File: src/rtl/send_seg_ctrl.sv
// Per-flow segment sender: reads flow pointers, sizes one segment against the peer window and MSS,
// emits it and writes back next_send. Optional counters behind SEND_SEG_CTRL_STATS_EN.
module send_seg_ctrl #(
    parameter int PTR_W        = 11,
    parameter int WIN_SIZE_W   = 16,
    parameter int MAX_SEG_SIZE = 1024,
    parameter int FLOWID_W     = 3
) (
    input  logic                  clk,
    input  logic                  rst,

    input  logic                  sched_req_val,
    input  logic [FLOWID_W-1:0]   sched_req_flowid,
    output logic                  sched_req_rdy,

    output logic                  state_rd_req_val,
    output logic [FLOWID_W-1:0]   state_rd_req_flowid,
    input  logic                  state_rd_req_rdy,

    input  logic                  state_rd_resp_val,
    output logic                  state_rd_resp_rdy,
    input  logic [PTR_W:0]        state_rd_resp_trail_ptr,
    input  logic [PTR_W:0]        state_rd_resp_lead_ptr,
    input  logic [PTR_W:0]        state_rd_resp_next_send_ptr,
    input  logic [WIN_SIZE_W-1:0] state_rd_resp_curr_win,

    output logic                  send_req_val,
    input  logic                  send_req_rdy,
    output logic [FLOWID_W-1:0]   send_req_flowid,
    output logic [PTR_W:0]        send_req_start_ptr,
    output logic [PTR_W:0]        send_req_len,

    output logic                  next_send_wr_val,
    input  logic                  next_send_wr_rdy,
    output logic [FLOWID_W-1:0]   next_send_wr_flowid,
    output logic [PTR_W:0]        next_send_wr_ptr
`ifdef SEND_SEG_CTRL_STATS_EN
    ,
    output logic [31:0]           stat_segs_sent,
    output logic [31:0]           stat_zero_seg,
    output logic [31:0]           stat_bytes_sent
`endif
);

    localparam int PW = PTR_W + 1;
    localparam int CW = ((WIN_SIZE_W > PW) ? WIN_SIZE_W : PW) + 1;

    typedef enum logic [2:0] {IDLE, RD_REQ, RD_WAIT, SEND, WB} state_t;

    state_t                state;
    logic [FLOWID_W-1:0]   flowid_q;
    logic [PTR_W:0]        trail_q, lead_q, next_send_q, seg_q;
    logic [WIN_SIZE_W-1:0] win_q;

    logic [PTR_W:0]        c_trail, c_lead, c_next_send;
    logic [WIN_SIZE_W-1:0] c_win;
    logic [PTR_W:0]        unsent, inflight, seg_size;
    logic [CW-1:0]         win_ext, infl_ext, unsent_ext, max_ext, usable, min_a, min_b;

    // The sizer sees the live response in RD_WAIT and the held copy afterwards,
    // so the writeback pointer comes from the same arithmetic as the decision.
    always_comb begin
        c_trail     = (state == RD_WAIT) ? state_rd_resp_trail_ptr     : trail_q;
        c_lead      = (state == RD_WAIT) ? state_rd_resp_lead_ptr      : lead_q;
        c_next_send = (state == RD_WAIT) ? state_rd_resp_next_send_ptr : next_send_q;
        c_win       = (state == RD_WAIT) ? state_rd_resp_curr_win      : win_q;

        unsent     = c_lead - c_next_send;
        inflight   = c_next_send - c_trail;
        win_ext    = CW'(c_win);
        infl_ext   = CW'(inflight);
        unsent_ext = CW'(unsent);
        max_ext    = CW'(MAX_SEG_SIZE);
        usable     = (win_ext > infl_ext) ? (win_ext - infl_ext) : '0;
        min_a      = (unsent_ext < usable) ? unsent_ext : usable;
        min_b      = (min_a < max_ext) ? min_a : max_ext;
        seg_size   = min_b[PTR_W:0];
    end

    assign state_rd_req_flowid = flowid_q;
    assign send_req_flowid     = flowid_q;
    assign send_req_start_ptr  = next_send_q;
    assign send_req_len        = seg_q;
    assign next_send_wr_flowid = flowid_q;
    assign next_send_wr_ptr    = next_send_q + seg_size;

`ifdef SEND_SEG_CTRL_STATS_EN
    logic [32:0] bytes_sum;
    assign bytes_sum = {1'b0, stat_bytes_sent} + 33'(seg_q);
`endif

    always_ff @(posedge clk) begin
        if (rst) begin
            state             <= IDLE;
            flowid_q          <= '0;
            trail_q           <= '0;
            lead_q            <= '0;
            next_send_q       <= '0;
            win_q             <= '0;
            seg_q             <= '0;
            sched_req_rdy     <= 1'b1;
            state_rd_req_val  <= 1'b0;
            state_rd_resp_rdy <= 1'b0;
            send_req_val      <= 1'b0;
            next_send_wr_val  <= 1'b0;
`ifdef SEND_SEG_CTRL_STATS_EN
            stat_segs_sent    <= '0;
            stat_zero_seg     <= '0;
            stat_bytes_sent   <= '0;
`endif
        end else begin
            case (state)
                IDLE: begin
                    if (sched_req_val && sched_req_rdy) begin
                        flowid_q         <= sched_req_flowid;
                        sched_req_rdy    <= 1'b0;
                        state_rd_req_val <= 1'b1;
                        state            <= RD_REQ;
                    end
                end
                RD_REQ: begin
                    if (state_rd_req_val && state_rd_req_rdy) begin
                        state_rd_req_val  <= 1'b0;
                        state_rd_resp_rdy <= 1'b1;
                        state             <= RD_WAIT;
                    end
                end
                RD_WAIT: begin
                    if (state_rd_resp_val && state_rd_resp_rdy) begin
                        trail_q           <= state_rd_resp_trail_ptr;
                        lead_q            <= state_rd_resp_lead_ptr;
                        next_send_q       <= state_rd_resp_next_send_ptr;
                        win_q             <= state_rd_resp_curr_win;
                        seg_q             <= seg_size;
                        state_rd_resp_rdy <= 1'b0;
                        if (seg_size != '0) begin
                            send_req_val <= 1'b1;
                            state        <= SEND;
                        end else begin
                            sched_req_rdy <= 1'b1;
                            state         <= IDLE;
`ifdef SEND_SEG_CTRL_STATS_EN
                            if (stat_zero_seg != '1) stat_zero_seg <= stat_zero_seg + 32'd1;
`endif
                        end
                    end
                end
                SEND: begin
                    if (send_req_val && send_req_rdy) begin
                        send_req_val     <= 1'b0;
                        next_send_wr_val <= 1'b1;
                        state            <= WB;
`ifdef SEND_SEG_CTRL_STATS_EN
                        if (stat_segs_sent != '1) stat_segs_sent <= stat_segs_sent + 32'd1;
                        stat_bytes_sent <= bytes_sum[32] ? '1 : bytes_sum[31:0];
`endif
                    end
                end
                WB: begin
                    if (next_send_wr_val && next_send_wr_rdy) begin
                        next_send_wr_val <= 1'b0;
                        sched_req_rdy    <= 1'b1;
                        state            <= IDLE;
                    end
                end
                default: begin
                    sched_req_rdy     <= 1'b1;
                    state_rd_req_val  <= 1'b0;
                    state_rd_resp_rdy <= 1'b0;
                    send_req_val      <= 1'b0;
                    next_send_wr_val  <= 1'b0;
                    state             <= IDLE;
                end
            endcase
        end
    end

endmodule

File: config.mk
export PLATFORM = sky130hd
export DESIGN_NAME = send_seg_ctrl
export DESIGN_NICKNAME = d
export VERILOG_FILES = /design/src/rtl/send_seg_ctrl.sv
export SDC_FILE = /design/constraint.sdc
export NUM_CORES = 1
export LEC_CHECK = 0
export BUFFER_PORTS_ARGS = -buffer_cell sky130_fd_sc_hd__buf_4
export CORE_UTILIZATION = 32
export DETAILED_ROUTE_END_ITERATION = 8
export GPL_TIMING_DRIVEN = 0
export PLACE_DENSITY = 0.5
export SLEW_MARGIN = 10
export SYNTH_ARGS = -nofsm -noshare
export SYNTH_HDL_FRONTEND = slang
export SYNTH_SLANG_ARGS = --single-unit
File: constraint.sdc
create_clock -name clk -period 36.4 [get_ports clk]
set_input_delay 5.46 -clock clk [delete_from_list [all_inputs] [get_ports clk]]
set_output_delay 5.46 -clock clk [all_outputs]
set_load 0.005 [all_outputs]
==> impl_metrics.ini <==
[run_status]
status = complete, no violations

[setup_path]
worstSetupPathType = primary input to output port
crit_path_start_kind = primary input
arrival_ps = 15770
path_common_cell = a21oi_1
rr_worst_depth = 40
crit_fanout = 10
endpoint_kind = output port
max_stage_delay_ps = 570
r2r_end = state[0]
path_delay_family = compound AO/OA/AOI/OAI gates
path_buf_inv = 8
reg2reg_from = state[0]
r2r_slack_ps = 25400
cp_slowest_cell = o41ai_1
crit_start = state_rd_resp_next_send_ptr[1]
critical_path_required_ps = 30940

[logic_synthesis]
ys.warnings.count = 0
synthDistinctLibCells = 65
synth.avg_cell_area_um2 = 7.05
synth_enable_flop_cells = 0
syn-cell-area_um2 = 6560
yosysSeqAreaShare = 0.229
synth_seq_cells = 75
synthCells = 931
synth_nets = 1049
synth_ff_type = dfxtp_1
async_flop_share = 0

[cts]
ctsHoldBuffers = 0
cts_buffer_depth = 2
cts-root-buf = clkbuf_16
cts_made_buffers = 9
tritoncts = done
clock_latency_ps = 360
cts_sinks = 75
post_cts_buffers = 0
cts-htree-levels = 3
clkTransAtPathRegs_ps = 60
ctsResizeCount = 0

[finish]
final-seq-area_um2 = 1500
fillCellCount = 2182
multiInputGateArea_um2 = 4640
final_cell_mix = nand2_1 (236), buf_4 (116), a21oi_1 (102), dfxtp_1 (75), ha_1 (52)
fin_nets = 1170
final_common_cell = nand2_1
syn2layout_area_growth_pct = 22.2
num_antenna_cells = 0
drive_above_1_share = 0.139

[timing]
setup_viol = 0
post-route-period-util = 0.583
timing.setup.tns_ps = 0
worst_slew_margin_rel = 0.321
timing.fmax_mhz = 47.1
tightest_slew_ps = 1020
hold_viol = 0
fin_skew_ps = 12.1
layout_min_cycle_time_ps = 21230
rsz0062_at_grt = no
finalWorstSetupSlack_ps = 15170
slew_violations = 0

[placement]
io_buffer_count = 110
hpwlAfterDp_um = 17200
gp_congestion = 0.856
post-place-ws_ps = 15320

[die]
die_area_um2 = 21100
die_y_um = 145
rows = 52
ios = 112
die_w_um = 145
start_util = 0.325
core_area_um2 = 20200

[global_routing]
grt_antenna_before_repair = 0
grt_pass1_vias = 6200
gr-total-overflow = 0
grt_pass1_wl_um = 34300
grt_use_total = 0.209
grt_max_degree = 14

[hold_path]
hold_depth = 2
whs_endpoint = trail_q[6]
worstHoldStart = trail_q[6]
worstHoldPathType = flop to flop

[route]
vias = 6685
vias_per_cell = 5.04
wl_um = 21700
drt_first_pass_iters = 4
route.detailed.drc = 0
routedWlPerCell_um = 16.4
antenna_left = 0
drt_iter0_drc = 334

[run]
drv_cap = 0
Yosys cell counts (all sizes together), types with 2 or more instances:
| library cell | count | share of area |
|---|---|---|
| and2 | 7 | 0.0067 |
| mux2 | 3 | 0.0051 |
| o2111ai | 5 | 0.0067 |
| nor2b | 10 | 0.0095 |
| o211ai | 10 | 0.011 |
| and3 | 6 | 0.0057 |
| a21boi | 5 | 0.0057 |
| ha | 52 | 0.099 |
| a211oi | 2 | 0.0023 |
| a221oi | 2 | 0.0027 |
| clkbuf | 35 | 0.020 |
| o21ai | 32 | 0.024 |
| mux2i | 30 | 0.046 |
| o21bai | 5 | 0.0057 |
| xor2 | 17 | 0.023 |
| a311oi | 3 | 0.0040 |
| inv | 46 | 0.026 |
| or4 | 4 | 0.0051 |
| nor3b | 3 | 0.0034 |
| o21a | 9 | 0.010 |
| fa | 4 | 0.012 |
| nor2 | 47 | 0.027 |
| or2 | 3 | 0.0029 |
| nand3 | 21 | 0.016 |
| maj3 | 2 | 0.0031 |
| a31oi | 10 | 0.0095 |
| a21oi | 103 | 0.080 |
| nor4 | 5 | 0.0048 |
| a311o | 5 | 0.0076 |
| o31ai | 9 | 0.010 |
| nand2 | 236 | 0.14 |
| nand2b | 15 | 0.014 |
| nand4 | 6 | 0.0057 |
| or3 | 9 | 0.0086 |
| a2bb2oi | 2 | 0.0027 |
| buf | 20 | 0.018 |
| nor3 | 10 | 0.0076 |
| o31a | 4 | 0.0053 |
| nand3b | 3 | 0.0034 |
| dfxtp | 75 | 0.23 |
| a21o | 11 | 0.013 |
| xnor2 | 29 | 0.039 |
stage by stage:
step                      cell area [um2]  instances  utilization  hold WS, ps
after global routing                 8020       1327        0.398          467
after CTS                            8020       1327        0.398          454
after detailed placement             7720       1311        0.383          446
after floorplan                      6560        931            -          436
final                                8020       1327        0.398          454
after global placement               7720       1311        0.383          442
cells by family (layout without fill, tap and decap cells):
| logic type | Yosys count | after routing | share of synthesized area |
|---|---|---|---|
| AND/OR/NAND/NOR | 389 | 389 | 0.262 |
| AO/OA/AOI/OAI | 229 | 229 | 0.218 |
| buffers and inverters | 101 | 227 | 0.0643 |
| flip-flops | 75 | 75 | 0.229 |
| adder cells (fa/ha/maj) | 58 | 58 | 0.114 |
| XOR/XNOR | 46 | 46 | 0.0614 |
| multiplexers | 33 | 33 | 0.0509 |
per-layer routing:
metal	wire length, um	global-route usage	vias up
met5	0	0	-
li1	-	-	3455
met2	9720	0.332	152
met3	920	0.0330	27
met1	10500	0.287	3051
met4	558	0.0705	0
sequential cells by signal, summed over array words and instances, names as in the netlist:
signal	count
lead_q	12
sched_req_rdy	1
state_rd_req_val	1
send_req_val	1
send_req_len	12
state_rd_resp_rdy	1
send_req_start_ptr	12
next_send_wr_flowid	3
state	3
next_send_wr_val	1
win_q	16
trail_q	12
cell type report:
type                    instances  share of cell area
multi-input cells             755               0.578
flip-flops and latches         75               0.187
repair buffers                110               0.103
well taps                     270              0.0421
plain buffers                  55              0.0310
clock buffers                  11              0.0290
inverters                      46              0.0215
clock inverters                 5             0.00780
worst max-delay path by stage:
stage	end	depth (start not counted)
6_report	next_send_wr_ptr[11]	46
5_1_grt	next_send_wr_ptr[11]	46
4_1_cts	next_send_wr_ptr[11]	46
3_5_place_dp	next_send_wr_ptr[11]	46
3_3_place_gp	next_send_wr_ptr[11]	46
2_1_floorplan	next_send_wr_ptr[10]	49
worst min-delay path: cells and delay by family, from the launching register on:
kind,cells,cell delay [ps]
DFF,1,310
and+or+nand+nor,1,50
AOI/OAI and AO/OA,1,50
Power is left out: the tool's default activity adds up to more than one toggle a clock period on the data nets, which glitch-free logic cannot reach.
